==> src/rtl/cmd_proc_pkg.sv <==
// Shared opcodes, response bytes and FSM state encoding for the command processor.
package cmd_proc_pkg;

  typedef enum logic [3:0] {
    OP_WRITE = 4'h1,
    OP_READ  = 4'h2,
    OP_GO    = 4'h3
  } opcode_e;

  typedef enum logic [2:0] {
    ST_IDLE      = 3'd0,
    ST_EXEC      = 3'd1,
    ST_TX_HI     = 3'd2,
    ST_TX_LAST   = 3'd3,
    ST_WAIT_DONE = 3'd4
  } state_e;

  localparam logic [7:0] RESP_ACK = 8'hA5;
  localparam logic [7:0] RESP_NAK = 8'hEE;
  localparam logic [7:0] RESP_TMO = 8'h5A;

endpackage

==> src/rtl/cmd_regfile.sv <==
// NREGS x 16-bit control registers: one synchronous write port, one combinational
// read port and a flattened view of the whole bank.
module cmd_regfile #(
  parameter int NREGS = 8
) (
  input  logic                  clk,
  input  logic                  rst_n,
  input  logic                  we,
  input  logic [3:0]            waddr,
  input  logic [15:0]           wdata,
  input  logic [3:0]            raddr,
  output logic [15:0]           rdata,
  output logic [16*NREGS-1:0]   regs_out
);

  genvar gi;
  generate
    for (gi = 0; gi < NREGS; gi++) begin : g_reg
      logic [15:0] r_word;

      always_ff @(posedge clk) begin
        if (!rst_n) begin
          r_word <= '0;
        end else if (we && waddr == 4'(gi)) begin
          r_word <= wdata;
        end
      end

      assign regs_out[16*gi +: 16] = r_word;
    end
  endgenerate

  // Out-of-range read addresses return zero; the FSM never uses them anyway.
  always_comb begin
    rdata = '0;
    for (int i = 0; i < NREGS; i++) begin
      if (raddr == 4'(i)) rdata = regs_out[16*i +: 16];
    end
  end

endmodule

==> src/rtl/cmd_proc.sv <==
// Command processor: accepts 24-bit commands, executes register writes/reads or an
// external go/done operation, and returns one or two response bytes.
module cmd_proc
  import cmd_proc_pkg::*;
#(
  parameter int NREGS       = 8,
  parameter int TIMEOUT_CYC = 1000000
) (
  input  logic                  clk,
  input  logic                  rst_n,
  input  logic                  cmd_rdy,
  input  logic [7:0]            cmd,
  input  logic [15:0]           data,
  output logic                  clr_cmd_rdy,
  output logic                  snd_resp,
  output logic [7:0]            resp,
  input  logic                  resp_sent,
  output logic                  go,
  input  logic                  done,
  output logic [16*NREGS-1:0]   regs_out
);

  localparam int                CNT_W    = $clog2(TIMEOUT_CYC) + 1;
  localparam logic [CNT_W-1:0]  CNT_LAST = CNT_W'(TIMEOUT_CYC - 1);
  localparam logic [4:0]        NREGS_W  = 5'(NREGS);

  state_e            r_state;
  logic [7:0]        r_cmd;
  logic [15:0]       r_data;
  logic [7:0]        r_resp;
  logic              r_snd_resp;
  logic              r_go;
  logic [CNT_W-1:0]  r_cnt;

  logic [3:0]        w_op;
  logic [3:0]        w_addr;
  logic              w_addr_ok;
  logic              w_we;
  logic [15:0]       w_rdata;

  assign w_op      = r_cmd[7:4];
  assign w_addr    = r_cmd[3:0];
  assign w_addr_ok = {1'b0, w_addr} < NREGS_W;
  assign w_we      = (r_state == ST_EXEC) && (w_op == OP_WRITE) && w_addr_ok;

  assign clr_cmd_rdy = (r_state == ST_IDLE) && cmd_rdy;
  assign snd_resp    = r_snd_resp;
  assign resp        = r_resp;
  assign go          = r_go;

  cmd_regfile #(.NREGS(NREGS)) u_regfile (
    .clk      (clk),
    .rst_n    (rst_n),
    .we       (w_we),
    .waddr    (w_addr),
    .wdata    (r_data),
    .raddr    (w_addr),
    .rdata    (w_rdata),
    .regs_out (regs_out)
  );

  always_ff @(posedge clk) begin
    if (!rst_n) begin
      r_state    <= ST_IDLE;
      r_cmd      <= '0;
      r_data     <= '0;
      r_resp     <= '0;
      r_snd_resp <= 1'b0;
      r_go       <= 1'b0;
      r_cnt      <= '0;
    end else begin
      r_snd_resp <= 1'b0;
      r_go       <= 1'b0;
      case (r_state)
        ST_IDLE: begin
          if (cmd_rdy) begin
            r_cmd   <= cmd;
            r_data  <= data;
            r_state <= ST_EXEC;
          end
        end
        ST_EXEC: begin
          if (w_op == OP_WRITE && w_addr_ok) begin
            r_resp     <= RESP_ACK;
            r_snd_resp <= 1'b1;
            r_state    <= ST_TX_LAST;
          end else if (w_op == OP_READ && w_addr_ok) begin
            r_resp     <= w_rdata[15:8];
            r_snd_resp <= 1'b1;
            r_state    <= ST_TX_HI;
          end else if (w_op == OP_GO) begin
            r_go    <= 1'b1;
            r_cnt   <= '0;
            r_state <= ST_WAIT_DONE;
          end else begin
            r_resp     <= RESP_NAK;
            r_snd_resp <= 1'b1;
            r_state    <= ST_TX_LAST;
          end
        end
        ST_TX_HI: begin
          if (resp_sent) begin
            r_resp     <= w_rdata[7:0];
            r_snd_resp <= 1'b1;
            r_state    <= ST_TX_LAST;
          end
        end
        ST_TX_LAST: begin
          if (resp_sent) r_state <= ST_IDLE;
        end
        ST_WAIT_DONE: begin
          // Saturate rather than wrap so a stuck operation cannot alias back to zero.
          if (r_cnt != '1) r_cnt <= r_cnt + 1'b1;
          if (done) begin
            r_resp     <= RESP_ACK;
            r_snd_resp <= 1'b1;
            r_state    <= ST_TX_LAST;
          end else if (r_cnt == CNT_LAST) begin
            r_resp     <= RESP_TMO;
            r_snd_resp <= 1'b1;
            r_state    <= ST_TX_LAST;
          end
        end
        default: r_state <= ST_IDLE;
      endcase
    end
  end

endmodule

==> config.mk <==
export PLATFORM = sky130hd
export DESIGN_NAME = cmd_proc
export DESIGN_NICKNAME = d
export VERILOG_FILES = /design/src/rtl/cmd_proc_pkg.sv /design/src/rtl/cmd_regfile.sv /design/src/rtl/cmd_proc.sv
export SDC_FILE = /design/constraint.sdc
export NUM_CORES = 1
export LEC_CHECK = 0
export CELL_PAD_IN_SITES_DETAIL_PLACEMENT = 1
export CELL_PAD_IN_SITES_GLOBAL_PLACEMENT = 1
export CORE_UTILIZATION = 38
export DETAILED_ROUTE_END_ITERATION = 16
export PLACE_DENSITY_LB_ADDON = 0.1
export REMOVE_ABC_BUFFERS = 1
export SYNTH_ARGS = -nofsm -noshare
export SYNTH_HDL_FRONTEND = slang
export SYNTH_SLANG_ARGS = --single-unit
==> constraint.sdc <==
create_clock -name clk -period 2.1 [get_ports clk]
set_input_delay 0.21 -clock clk [delete_from_list [all_inputs] [get_ports clk]]
set_output_delay 0.21 -clock clk [all_outputs]
set_load 0.005 [all_outputs]
==> impl_metrics.yaml <==
status:
  status: "finished clean"
yosys:
  ys_seq_elements: 186
  synth_top_family_by_area: "simple AND/OR/NAND/NOR gates"
  synth-edff-count: 0
  yosysSeqAreaShare_pct: 42.2
  post_synth.cell_area_avg_um2: 8.04
  yosys.area_share.simple_pct: 25.5
  synth.distinct_cells: 81
  synthArstFlopShare_pct: 0
  synth_area_mm2: 0.00883
  synth_xor_area_share_pct: 0.198
  synth_mux_area_share_pct: 7.44
  ys_warn_count: 0
  synth_adder_area_share_pct: 0.142
  syn_inst: 1098
  synth_flop_cell: "dfxtp_1"
  synth_compound_area_share_pct: 19.0
placement:
  dp_hpwl_um: 24300
  pre_cts_ws_ps: -115
  dp.cells: 1534
  gp_congestion: 0.878
  numPortBuffers: 167
grt:
  track_usage_pct: 29.1
  grt_max_degree: 92
  grt_pass1_vias: 9102
  grt_pass1_wl_um: 53000
  grt_overflow: 0
  antenna_found_initial: 0
layout:
  n_antenna_cell: 0
  final_nets: 1303
  final_util_pct: 52.2
  area_growth_pct: 34.3
  final_cells: 1571
  final_common_cell: "nand2_1"
  fill_cells: 2693
  final_cell_mix: "245 x nand2_1, 179 x dfxtp_1, 166 x clkdlybuf4s50_1"
  drive_gt1_share_pct: 13.2
critical_path:
  r2r-start: "r_cmd[0]$_SDFFE_PN0P_"
  required_ps: 2460
  slowest_stage: "or3_1"
  critPathMaxStageDelay_ps: 480
  critPathKind: "register to register"
  cp_data_arrival_time_ps: 2390
  crit_path_end_kind: "register"
  path_cells: "buf_12 > or3_1 > o2bb2ai_2 > a2bb2oi_1 > o21ai_0 > a311oi_1"
  path_max_fanout: 27
  reg2reg_setup_slack_ps: 70
  setup.worst_path.start: "r_cmd[0]$_SDFFE_PN0P_"
  cp-start-kind: "register"
power_and_ir_drop:
  p_leak_uw: 0.00394
  ir_drop_mv: 0.484
  power_density_mw_per_mm2: 679
cts:
  clk_latency_ps: 450
  cts_tree: "yes"
  htree_num_levels: 4
  root_buffer: "clkbuf_16"
  numCtsBuffers: 17
  clockBufferDepth: 2
  clkTransAtPathRegs_ps: 80
  cts_num_sinks: 186
  cts_hold_buffers: 0
timing:
  drv_slew: 0
  fin_crit_sh_pct: 96.9
  setup_violations: 0
  min_period_ps: 2030
  tightest_slew_ps: 540
  slew_headroom_pct: 63.9
  hold_viol: 0
  rsz0062_at_grt: "false"
  skew_ps: 15.8
  final.setup.worst_slack_ps: 66.1
  fmax_ghz: 0.492
route:
  vias: 9150
  ant_nets: 0
  avgRoutedWirePerCell_um: 22.1
  drt_iter0_markers: 654
  drc: 0
  routed_wl_um: 34800
  dr.pass1.iters: 5
  via_per_inst: 5.82
floorplan:
  die_x_um: 154
  start_util_pct: 38.9
  die-area_mm2: 0.0239
  fp.dieH_um: 154
  io_pins: 168
  core_mm2: 0.0227
  row_count: 55
flow_run:
  timing.max_cap.violations: 0
worst_hold_path:
  hp-class: "primary input to register"
  min_from: "cmd[1]"
stage by stage:
stage / hold slack, ps / instance area, µm² / TNS (ps) / power [µW]
5_1_grt: 301 / 11900 / 0 / 8310
3_5_place_dp: 463 / 11200 / -766 / 4820
2_1_floorplan: 327 / 8360 / -195580 / 4240
6_report: 301 / 11900 / 0 / 8050
3_3_place_gp: 454 / 11200 / -116 / 4800
4_1_cts: 295 / 11800 / -95.5 / 8060
registers in the layout, indices dropped and copies added (netlist names):
register	count
r_data	16
resp	8
r_state	3
r_cmd	8
r_cnt	21
u_regfile.g.r_word	128
go	1
snd_resp	1
final cells by class:
type	instances	area, µm²	area share, %
well taps	285	357	3.01
clock inverters	14	158	1.33
clock buffers	18	429	3.62
multi-input cells	802	4660	39.3
inverters	6	25.0	0.211
repair buffers	260	2500	21.1
flip-flops and latches	186	3730	31.5
repair_timing:
item                       CTS  global route
pin swaps                    2             3
gates resized for setup      4             9
setup endpoints to repair    4            51
setup buffers                2             3
report_power, final:
group / internal (µW) / total (µW) / switching (µW)
Sequential: 3600 / 3740 / 144
Combinational: 455 / 1030 / 577
Clock: 1600 / 3280 / 1670
Total: 5660 / 8050 / 2390
layer usage:
| metal | up-vias | global-route usage [%] | share of wire, % | wire length (µm) |
|---|---|---|---|---|
| met1 | 4575 | 39.2 | 45 | 15800 |
| met5 | - | 0 | 0 | 0 |
| met3 | 66 | 4.65 | 5.5 | 1910 |
| met4 | 0 | 10.3 | 2.8 | 960 |
| met2 | 299 | 47.1 | 46 | 16100 |
| li1 | 4210 | - | - | - |
cells in the mapped netlist (all sizes together) (9+ instances only):
master	n	area share [%]
a21oi	166	9.4
buf	39	2.5
clkbuf	65	2.8
dfxtp	186	42
mux2i	42	4.8
mux4	9	2.3
nand2	245	10
nand2b	23	1.6
nand3	50	2.8
nand4	14	1.1
nor2	39	1.7
nor2b	10	0.71
nor3	12	0.86
o21ai	50	2.9
o31ai	9	0.77
worst max-delay path, delay by kind of cell, from the launching register on:
kind / cells / cell delay [ps]
flip-flops: 1 / 420
AO/OA/AOI/OAI: 4 / 840
buffers and inverters: 1 / 190
AND/OR/NAND/NOR: 1 / 480
path summary, 6_finish.rpt:
kind,to,cells after the start
min reg2reg,u_regfile.g_reg[3].r_word[13]$_SDFFE_PN0P_,2
min,r_cmd[1]$_SDFFE_PN0P_,3
max reg2reg,resp[7]$_SDFFE_PN0P_,6
max,resp[7]$_SDFFE_PN0P_,6
logic make-up after synthesis:
logic type | count (synthesis)
compound gates | 289
xor+xnor | 2
fa+ha+maj | 1
buf+inv | 110
flops | 186
mux | 54
simple gates | 456
(Power assumes the default switching activity.)
